File: config.mk
export PLATFORM = sky130hd
export DESIGN_NAME = if_fetch_pair_flat
export DESIGN_NICKNAME = d
export VERILOG_FILES = /design/src/rtl/if_fetch_pair_if.sv /design/src/rtl/if_fetch_pair.sv /design/src/flat_wrapper.sv
export SDC_FILE = /design/constraint.sdc
export NUM_CORES = 1
export LEC_CHECK = 0
export BUFFER_PORTS_ARGS = -buffer_cell sky130_fd_sc_hd__buf_4
export CORE_MARGIN = 2
export CORE_UTILIZATION = 40
export CTS_CLUSTER_DIAMETER = 60
export DETAILED_ROUTE_END_ITERATION = 12
export SETUP_SLACK_MARGIN = 0.05
export SYNTH_ARGS = -nofsm -noshare
export SYNTH_HDL_FRONTEND = slang
export SYNTH_SLANG_ARGS = --single-unit
export TNS_END_PERCENT = 100
File: constraint.sdc
create_clock -name reloj -period 4 [get_ports reloj]
set_input_delay 0.2 -clock reloj [delete_from_list [all_inputs] [get_ports reloj]]
set_output_delay 0.2 -clock reloj [all_outputs]
set_load 0.1 [all_outputs]
File: src/rtl/if_fetch_pair_if.sv
// Instruction-memory bus between the dual-issue fetch stage and a synchronous
// two-port instruction memory. Read data is valid one cycle after rd.
interface if_fetch_pair_if #(
    parameter int PC_W   = 4,
    parameter int DATA_W = 32
);
    logic              rd;
    logic [PC_W-1:0]   addr1;
    logic [PC_W-1:0]   addr2;
    logic [DATA_W-1:0] do1;
    logic [DATA_W-1:0] do2;

    modport master (
        output rd,
        output addr1,
        output addr2,
        input  do1,
        input  do2
    );

    modport slave (
        input  rd,
        input  addr1,
        input  addr2,
        output do1,
        output do2
    );
endinterface

File: src/rtl/if_fetch_pair.sv
// Dual-issue fetch stage feeding an enable-less IF/ID register: two words per
// cycle, a one-entry skid buffer for hazard stalls, and redirect with IF/ID flush.
module if_fetch_pair #(
    parameter int                PC_W     = 4,
    parameter int                DATA_W   = 32,
    parameter logic [PC_W-1:0]   RESET_PC = '0,
    parameter logic [DATA_W-1:0] NOP      = '0
) (
    input  logic                reloj,
    input  logic                resetIF_n,
    input  logic                stall,
    input  logic                redirect,
    input  logic [PC_W-1:0]     redirect_pc,
    if_fetch_pair_if.master     imem,
    output logic [DATA_W-1:0]   DO1,
    output logic [DATA_W-1:0]   DO2,
    output logic [PC_W-1:0]     PC_4,
    output logic [PC_W-1:0]     PC_8,
    output logic                fetch_valid,
    output logic                resetIF
);

    localparam logic [PC_W-1:0] PC_ONE = PC_W'(1);
    localparam logic [PC_W-1:0] PC_TWO = PC_W'(2);

    typedef enum logic [1:0] {
        ST_BOOT = 2'd0,
        ST_RUN  = 2'd1,
        ST_HOLD = 2'd2
    } state_t;

    state_t            state_q, state_d;
    logic [PC_W-1:0]   pc_q, pc_d;
    logic              pending_q, pending_d;
    logic [PC_W-1:0]   pend_pc_q, pend_pc_d;
    logic              skid_valid_q, skid_valid_d;
    logic [DATA_W-1:0] skid_do1_q, skid_do1_d;
    logic [DATA_W-1:0] skid_do2_q, skid_do2_d;
    logic [PC_W-1:0]   skid_pc_q, skid_pc_d;
    logic [DATA_W-1:0] do1_q, do1_d;
    logic [DATA_W-1:0] do2_q, do2_d;
    logic [PC_W-1:0]   pc4_q, pc4_d;
    logic [PC_W-1:0]   pc8_q, pc8_d;
    logic              fetch_valid_q, fetch_valid_d;
    logic              rd_en;

    always_comb begin
        state_d       = state_q;
        pc_d          = pc_q;
        pending_d     = pending_q;
        pend_pc_d     = pend_pc_q;
        skid_valid_d  = skid_valid_q;
        skid_do1_d    = skid_do1_q;
        skid_do2_d    = skid_do2_q;
        skid_pc_d     = skid_pc_q;
        do1_d         = do1_q;
        do2_d         = do2_q;
        pc4_d         = pc4_q;
        pc8_d         = pc8_q;
        fetch_valid_d = fetch_valid_q;
        rd_en         = 1'b0;

        case (state_q)
            ST_BOOT: begin
                state_d = ST_RUN;
                if (redirect) begin
                    pc_d = redirect_pc;
                end
            end

            ST_RUN, ST_HOLD: begin
                if (redirect) begin
                    // Flush: whatever is in flight or parked belongs to the wrong path.
                    pc_d          = redirect_pc;
                    pending_d     = 1'b0;
                    skid_valid_d  = 1'b0;
                    do1_d         = NOP;
                    do2_d         = NOP;
                    fetch_valid_d = 1'b0;
                    state_d       = ST_RUN;
                end else if (stall) begin
                    if (state_q == ST_RUN && pending_q) begin
                        skid_valid_d = 1'b1;
                        skid_do1_d   = imem.do1;
                        skid_do2_d   = imem.do2;
                        skid_pc_d    = pend_pc_q;
                        pending_d    = 1'b0;
                        state_d      = ST_HOLD;
                    end
                end else begin
                    rd_en     = 1'b1;
                    pc_d      = pc_q + PC_TWO;
                    pending_d = 1'b1;
                    pend_pc_d = pc_q;
                    state_d   = ST_RUN;
                    // The parked pair is older than anything in flight, so it goes out first.
                    if (state_q == ST_HOLD && skid_valid_q) begin
                        do1_d         = skid_do1_q;
                        do2_d         = skid_do2_q;
                        pc4_d         = skid_pc_q + PC_ONE;
                        pc8_d         = skid_pc_q + PC_TWO;
                        fetch_valid_d = 1'b1;
                        skid_valid_d  = 1'b0;
                    end else if (pending_q) begin
                        do1_d         = imem.do1;
                        do2_d         = imem.do2;
                        pc4_d         = pend_pc_q + PC_ONE;
                        pc8_d         = pend_pc_q + PC_TWO;
                        fetch_valid_d = 1'b1;
                    end
                end
            end

            default: begin
                state_d = ST_BOOT;
            end
        endcase
    end

    always_ff @(posedge reloj or negedge resetIF_n) begin
        if (!resetIF_n) begin
            state_q       <= ST_BOOT;
            pc_q          <= RESET_PC;
            pending_q     <= 1'b0;
            pend_pc_q     <= '0;
            skid_valid_q  <= 1'b0;
            skid_do1_q    <= NOP;
            skid_do2_q    <= NOP;
            skid_pc_q     <= '0;
            do1_q         <= NOP;
            do2_q         <= NOP;
            pc4_q         <= '0;
            pc8_q         <= '0;
            fetch_valid_q <= 1'b0;
        end else begin
            state_q       <= state_d;
            pc_q          <= pc_d;
            pending_q     <= pending_d;
            pend_pc_q     <= pend_pc_d;
            skid_valid_q  <= skid_valid_d;
            skid_do1_q    <= skid_do1_d;
            skid_do2_q    <= skid_do2_d;
            skid_pc_q     <= skid_pc_d;
            do1_q         <= do1_d;
            do2_q         <= do2_d;
            pc4_q         <= pc4_d;
            pc8_q         <= pc8_d;
            fetch_valid_q <= fetch_valid_d;
        end
    end

    assign imem.rd     = rd_en;
    assign imem.addr1  = pc_q;
    assign imem.addr2  = pc_q + PC_ONE;

    assign DO1         = do1_q;
    assign DO2         = do2_q;
    assign PC_4        = pc4_q;
    assign PC_8        = pc8_q;
    assign fetch_valid = fetch_valid_q;
    assign resetIF     = (state_q == ST_BOOT) | redirect;

endmodule

File: src/flat_wrapper.sv
// flat-port wrapper written by rule: the top's interface ports become plain ports
module if_fetch_pair_flat 
#(
    parameter int                PC_W     = 4,
    parameter int                DATA_W   = 32,
    parameter logic [PC_W-1:0]   RESET_PC = '0,
    parameter logic [DATA_W-1:0] NOP      = '0
)
  (reloj, resetIF_n, stall, redirect, redirect_pc, DO1, DO2, PC_4, PC_8, fetch_valid, resetIF, imem_rd, imem_addr1, imem_addr2, imem_do1, imem_do2);
  if_fetch_pair_if #(.PC_W(PC_W), .DATA_W(DATA_W)) imem_i ();
  input  logic reloj;
  input  logic resetIF_n;
  input  logic stall;
  input  logic redirect;
  input  logic [PC_W-1:0] redirect_pc;
  output logic [DATA_W-1:0] DO1;
  output logic [DATA_W-1:0] DO2;
  output logic [PC_W-1:0] PC_4;
  output logic [PC_W-1:0] PC_8;
  output logic fetch_valid;
  output logic resetIF;
  output wire logic [$bits(imem_i.rd)-1:0] imem_rd;
  output wire logic [$bits(imem_i.addr1)-1:0] imem_addr1;
  output wire logic [$bits(imem_i.addr2)-1:0] imem_addr2;
  input wire logic [$bits(imem_i.do1)-1:0] imem_do1;
  input wire logic [$bits(imem_i.do2)-1:0] imem_do2;
  assign imem_rd = imem_i.rd;
  assign imem_addr1 = imem_i.addr1;
  assign imem_addr2 = imem_i.addr2;
  assign imem_i.do1 = imem_do1;
  assign imem_i.do2 = imem_do2;
  if_fetch_pair #(.PC_W(PC_W), .DATA_W(DATA_W), .RESET_PC(RESET_PC), .NOP(NOP)) u_core (.reloj(reloj), .resetIF_n(resetIF_n), .stall(stall), .redirect(redirect), .redirect_pc(redirect_pc), .imem(imem_i), .DO1(DO1), .DO2(DO2), .PC_4(PC_4), .PC_8(PC_8), .fetch_valid(fetch_valid), .resetIF(resetIF));
endmodule
==> results of run 1 <==
-- stage by stage --
step	util	std cells	setup WS, ns	instance area [um2]	hold WS, ns
after global placement	0.485	835	1.45	8020	0.294
after CTS	0.536	884	1.38	8850	0.000174
final	0.536	884	1.41	8850	0.0203
after floorplan	-	485	0.842	6730	-0.0956
after detailed placement	0.485	835	1.40	8020	0.302
after global routing	0.536	884	1.19	8850	0.000708
-- routing by layer --
layer | vias to the layer above | GRT usage | wire, um
met5 | - | 0 | 0
met4 | 0 | 0.0603 | 202
met3 | 12 | 0.0483 | 887
met2 | 126 | 0.294 | 7370
met1 | 2263 | 0.234 | 6910
li1 | 2118 | - | -
-- cells in the mapped netlist, types with 3 or more instances --
| cell | number | area [um2] |
|---|---|---|
| o21ai_0 | 5 | 25.0 |
| ha_1 | 7 | 87.6 |
| o21ai_1 | 6 | 30.0 |
| o22ai_1 | 3 | 18.8 |
| buf_6 | 8 | 90.1 |
| a21oi_1 | 9 | 45.0 |
| o2bb2ai_2 | 4 | 60.1 |
| mux2_2 | 59 | 664 |
| o2bb2ai_1 | 55 | 482 |
| buf_4 | 5 | 37.5 |
| mux2_1 | 20 | 225 |
| nor2_1 | 6 | 22.5 |
| nand2_1 | 26 | 97.6 |
| dfrtp_1 | 153 | 3830 |
| buf_2 | 13 | 65.1 |
| xor2_1 | 4 | 35.0 |
| mux2i_1 | 63 | 631 |
| inv_1 | 7 | 26.3 |
-- kinds of logic (layout without fill, tap and decap cells) --
| family | count (synthesis) | in the layout | share of synthesized area |
|---|---|---|---|
| XOR/XNOR | 6 | 6 | 0.00781 |
| adder cells (fa/ha/maj) | 7 | 7 | 0.0130 |
| buffers and inverters | 38 | 217 | 0.0387 |
| AND/OR/NAND/NOR | 45 | 45 | 0.0331 |
| flip-flops | 153 | 153 | 0.569 |
| AO/OA/AOI/OAI | 94 | 94 | 0.113 |
| multiplexers | 142 | 142 | 0.226 |
-- cell type report --
cell class,instances,area [um2],area share
clock inverter,15,236,0.0267
sequential,153,3830,0.433
clock buffer,17,425,0.0481
timing repair buffer,178,1400,0.158
inverter,7,26.3,0.00297
tap,220,275,0.0311
multi-input combinational,294,2660,0.301
-- worst reg2reg max path, stage by stage, from the launching register on --
cell and delay (ns):
dfrtp_1 0.37, inv_1 0.08, ha_1 0.32, and2_0 0.32
o21ai_4 0.58, buf_4 0.58, o2bb2ai_1 0.20
-- sequential cells by signal, indices dropped and copies added, names as in the netlist --
signal	count
u_core.state_q	2
u_core.PC_8	4
u_core.PC_4	4
u_core.skid_do1_q	32
u_core.skid_do2_q	32
u_core.pending_q	1
u_core.imem.addr1	4
u_core.skid_pc_q	4
u_core.fetch_valid	1
u_core.DO1	32
u_core.skid_valid_q	1
u_core.pend_pc_q	4
u_core.DO2	32
-- worst paths after layout --
check                                                       from                                end  slack (ns)
worst max-delay path               u_core.state_q[0]$_DFFE_PN0P_         u_core.DO2[19]$_DFFE_PN0P_        1.41
worst min-delay path                                imem_do1[24]  u_core.skid_do1_q[24]$_DFFE_PN0P_        0.02
worst max register to register     u_core.state_q[0]$_DFFE_PN0P_         u_core.DO2[19]$_DFFE_PN0P_        1.41
worst min register to register  u_core.skid_do2_q[3]$_DFFE_PN0P_   u_core.skid_do2_q[3]$_DFFE_PN0P_        0.48
max in group asynchronous                              resetIF_n  u_core.skid_do1_q[11]$_DFFE_PN0P_        2.60
min in group asynchronous                              resetIF_n  u_core.skid_do2_q[11]$_DFFE_PN0P_        0.39
==> metrics.md, run 1 <==
| Metric | Value |
|---|---|
| Status | finished clean |
| Post-CTS Resized | 0 |
| Hold Crit Depth | 2 |
| Final #Nets | 730 |
| Slew margin rel. | 0.346 |
| Post-synth top flop | dfrtp_1 |
| Initial antenna violation count | 0 |
| Final hold violations | 0 |
| CTS H-tree lvls | 4 |
| Total grt overflow | 0 |
| Diode count | 0 |
| CTS root buf | clkbuf_16 |
| Crit. End Element | register |
| Placement row count | 47 |
| Layout cells sized above 1 | 0.399 |
| Layout Area Growth over Synthesis | 31.4% |
| Global-route wire length before repair | 25300 um |
| Worst-path cell chain | inv_1, ha_1, and2_0, o21ai_4, buf_4, o2bb2ai_1 |
| Number of cells on the worst reg-to-reg path | 6 |
| Drt drc | 0 |
| WL per Instance | 17.4 um |
| CTS Sinks | 153 |
| Worst path bufs/invs | 2 |
| Clock buffer depth | 2 |
| CTS tree | yes |
| Final WL | 15400 um |
| Post-Syn Nets | 564 |
| Flops & latches, synth | 153 |
| Die Ht | 134 um |
| Initial Util | 0.407 |
| TritonRoute pass-1 iters | 4 |
| CP Launch Type | register |
| FFs w/ async S/R, synth | 1.00 |
| Core Footprint | 16500 um2 |
| Worst Path Class, Setup | register to register |
| Fmax achieved | 386 MHz |
| Crit Path Max Fanout | 51 |
| Worst-Skew Late Latency | 0.42 ns |
| CP Depth | 6 |
| CP required | 4.28 ns |
| Die X | 134 um |
| Vias | 4519 |
| CP max-delay cell | o21ai_4 |
| I/O Buffers | 154 |
| Commonest non-fill, non-tap cell in the layout | buf_4 |
| Vias per std cell | 5.11 |
| Hold Path Class | primary input to register |
| Commonest cells after routing, fill and taps aside | buf_4 (159), dfrtp_1 (153), mux2i_1 (63), mux2_2 (59), o2bb2ai_1 (55) |
| Setup violators final | 0 |
| Clock-pin slew on the worst setup and hold paths | 0.07 ns |
| Die area | 17900 um2 |
| Synth cell types | 41 |
| Number of global-route vias before repair | 4858 |
| Total Routing Usage GR | 0.180 |
| Sequential area share after synthesis | 0.569 |
| Max Transition Viols Final | 0 |
| Crit share post-route | 0.647 |
| HPWL Detailed | 10100 um |
| CP delay by family, top | compound AO/OA/AOI/OAI gates |
| Total CTS buffers | 17 |
| Arr. time, crit path | 2.87 ns |
| Synth Instances | 485 |
| Number of flops mapped to enable cells by yosys | 0 |
| Ys Warns | 0 |
| I/O Pins | 155 |
| Final Wtd Congestion | 0.782 |
| Mean Syn Cell Area | 13.9 um2 |
| Final ANT Viol Nets | 0 |
| Largest stage delay, worst path | 0.58 ns |
| Fill count | 1440 |
| Max-cap violations | 0 |
| DR iter-0 viols | 223 |
| Final Critical Period | 2.59 ns |
| Total negative setup slack | 0 ns |
| Cell Area, Synth | 6730 um2 |
| Largest net degree at the start of global routing | 82 |
| Max Clock Skew | 0.00668 ns |
| Hold_buf cts | 17 |
| Worst-margin pin slew | 0.977 ns |
| Postcts setup bufs | 0 |
| RSZ-0062 raised after global routing | false |
Power of run 1 is left out: the tool's default activity adds up to more than one toggle a clock period on the data nets, which glitch-free logic cannot reach.
==> inputs of run 2 (changes only) <==
==> constraint.sdc (replaced) <==
create_clock -name reloj -period 2.1 [get_ports reloj]
set_input_delay 0.105 -clock reloj [delete_from_list [all_inputs] [get_ports reloj]]
set_output_delay 0.105 -clock reloj [all_outputs]
set_load 0.1 [all_outputs]
==> run 2 against run 1 <==
Cell area up 12%. Non-clock buffer count is 66 higher. Clock-buffer cell count grew 3. Worst setup slack got worse by 1.3 ns. Wire length rose by 5.5%. Die area unchanged. Register-to-register slack lost 1.2 ns. Sequential cell count stayed put.
==> metrics.md, run 2 (synthesis results as in run 1) <==
| Metric | Value |
|---|---|
| Arr. time, crit path | 1.86 ns (was 2.87 ns) |
| Final core occ | 0.601 (was 0.536) |
| Layout cells sized above 1 | 0.465 (was 0.399) |
| Final hold violations | 0 (unchanged) |
| Commonest non-fill, non-tap cell in the layout | buf_4 (unchanged) |
| Reg power frac | 0.296 |
| CTS H-tree lvls | 4 (unchanged) |
| Clock network power share | 0.193 |
| Final WL | 16200 um (was 15400 um) |
| WHS | 0.0365 ns (was 0.0203 ns) |
| Clock-pin slew on the worst setup and hold paths | 0.06 ns (was 0.07 ns) |
| Core Footprint | 16500 um2 (unchanged) |
| Placement Setup Slack | 0.0786 ns (was 1.40 ns) |
| Final ANT Viol Nets | 0 (unchanged) |
| I/O Buffers | 154 (unchanged) |
| RSZ-0062 raised after global routing | true (was false) |
| Final Wtd Congestion | 0.809 (was 0.782) |
| Die area | 17900 um2 (unchanged) |
| Placed cell count | 846 (was 835) |
| Final #Nets | 796 (was 730) |
| Worst Hold Path EP | u_core.skid_valid_q$_DFFE_PN0P_ (was u_core.skid_do1_q[24]$_DFFE_PN0P_) |
| Drt drc | 0 (unchanged) |
| Total negative setup slack | 0 ns (unchanged) |
| Clock buffer depth | 2 (unchanged) |
| CP Launch Type | register (unchanged) |
| FF-to-FF End | u_core.PC_4[3]$_DFFE_PN0P_ (was u_core.DO2[19]$_DFFE_PN0P_) |
| Die Ht | 134 um (unchanged) |
| Diode count | 0 (unchanged) |
| CP required | 2.00 ns (was 4.28 ns) |
| CTS tree | yes (unchanged) |
| Status | finished clean (unchanged) |
| Net Switching | 8.04 mW |
| Number of global-route vias before repair | 5084 (was 4858) |
| CTS Sinks | 153 (unchanged) |
| Max-cap violations | 0 (unchanged) |
| Vias | 4778 (was 4519) |
| Critical Path Start | u_core.state_q[0]$_DFFE_PN0P_ (unchanged) |
| Initial Util | 0.407 (unchanged) |
| Crit share post-route | 0.937 |
| FF+latch area | 3830 um2 (about the same) |
| Worst r2r src | u_core.state_q[0]$_DFFE_PN0P_ (unchanged) |
| TritonRoute pass-1 iters | 4 (unchanged) |
| Worst reg2reg setup slack | 0.18 ns (was 1.41 ns) |
| Crit Path Max Fanout | 11 (was 51) |
| I/O Pins | 155 (unchanged) |
| Initial antenna violation count | 0 (unchanged) |
| Non-Filler Instances | 949 (was 884) |
| Switching Share | 0.479 |
| Worst-margin pin slew | 0.629 ns (was 0.977 ns) |
| Vias per std cell | 5.03 (was 5.11) |
| Fmax achieved | 508 MHz |
| Number of cells on the worst reg-to-reg path | 8 (was 6) |
| Crit. End Element | output pin (was register) |
| Slew margin rel. | 0.581 (was 0.346) |
| Placement row count | 47 (unchanged) |
| Fin area | 9930 um2 (was 8850 um2) |
| HPWL Detailed | 10600 um (was 10100 um) |
| Final Critical Period | 1.97 ns |
| Post-placement cell area | 8580 um2 (was 8020 um2) |
| Die X | 134 um (unchanged) |
| Worst Path Class, Setup | register to output pin (was register to register) |
| Total CTS buffers | 17 (unchanged) |
| Total Routing Usage GR | 0.191 (was 0.180) |
| Area taken by multi-input logic gates | 3050 um2 (was 2660 um2) |
| Power share of the combinational group | 0.511 |
| CTS root buf | clkbuf_16 (unchanged) |
| Hold Crit Depth | 2 (unchanged) |
| Setup violators final | 0 (unchanged) |
| Largest net degree at the start of global routing | 67 (was 82) |
| Fill count | 1301 (was 1440) |
| Tot Pwr | 16.8 mW |
| Global-route wire length before repair | 26700 um (was 25300 um) |
| DR iter-0 viols | 221 (was 223) |
| Worst-Skew Late Latency | 0.42 ns (about the same) |
| Maximum VDD drop | 1510 uV |
| WL per Instance | 17.1 um (was 17.4 um) |
| Total grt overflow | 0 (unchanged) |
| Max Transition Viols Final | 0 (unchanged) |
| Hold wc startpoint | redirect (was imem_do1[24]) |
| Hold Path Class | primary input to register (unchanged) |
| Max Clock Skew | 0.00936 ns (was 0.00668 ns) |
| Leak Pwr | 4.93 nW |
| Layout Area Growth over Synthesis | 47.5% (was 31.4%) |
| Power Internal | 8.73 mW |
| Final worst-path setup slack | 0.133 ns (was 1.41 ns) |
| Power Density | 1690 nW/um2 |
| Commonest cells after routing, fill and taps aside | buf_4 (164), dfrtp_1 (152), dlygate4sd3_1 (69), mux2i_1 (63) (was buf_4 (159), dfrtp_1 (153), mux2i_1 (63), mux2_2 (59), o2bb2ai_1 (55)) |
## run 2: area by class of cell
type / count / share of cell area
timing repair buffer: 244 / 0.214
inverter: 7 / 0.00265
tap: 220 / 0.0277
multi-input combinational: 294 / 0.307
clock inverter: 11 / 0.0170
clock buffer: 20 / 0.0460
sequential: 153 / 0.386
## run 2: worst max-delay path, stage by stage, from the launching register on
cell     delay [ns]
dfrtp_1        0.39
inv_2          0.08
ha_4           0.35
nor3b_4        0.21
buf_4          0.20
buf_8          0.21
## run 2: power groups by stage
stage | logic, mW | clock network, mW | registers [mW]
after detailed placement | 8.47 | 0 | 5.00
after floorplan | 3.07 | 0 | 8.44
final | 8.57 | 3.24 | 4.96
after CTS | 8.63 | 3.33 | 4.96
after global placement | 8.36 | 0 | 4.95
after global routing | 8.92 | 3.48 | 5.12
## run 2: how the worst max path moves through the flow
stage	endpoint	slack (ns)	cells past startpoint
2_1_floorplan	u_core.PC_8[3]$_DFFE_PN0P_	-0.44	8
6_report	imem_rd	0.13	5
3_5_place_dp	u_core.DO2[23]$_DFFE_PN0P_	0.08	7
5_1_grt	imem_rd	0.02	5
3_3_place_gp	u_core.DO2[26]$_DFFE_PN0P_	0.13	7
4_1_cts	imem_rd	0.03	5
## run 2: timing repair
item                                    4_1_cts  5_1_grt
pin swaps                                     1        0
gates resized for setup                       2        1
endpoints found under the setup margin       26       60
setup buffers                                 2        1
hold buffers                                 69        0
hold endpoints to repair                    181        0
## run 2: metal layers
layer | global-route usage | vias to the layer above | share of wire
met5 | 0 | - | 0
met4 | 0.0615 | 0 | 0.0099
met3 | 0.0453 | 13 | 0.043
met2 | 0.311 | 115 | 0.49
met1 | 0.252 | 2407 | 0.46
li1 | - | 2243 | -
No activity file was read; power rests on OpenSTA's default activity.
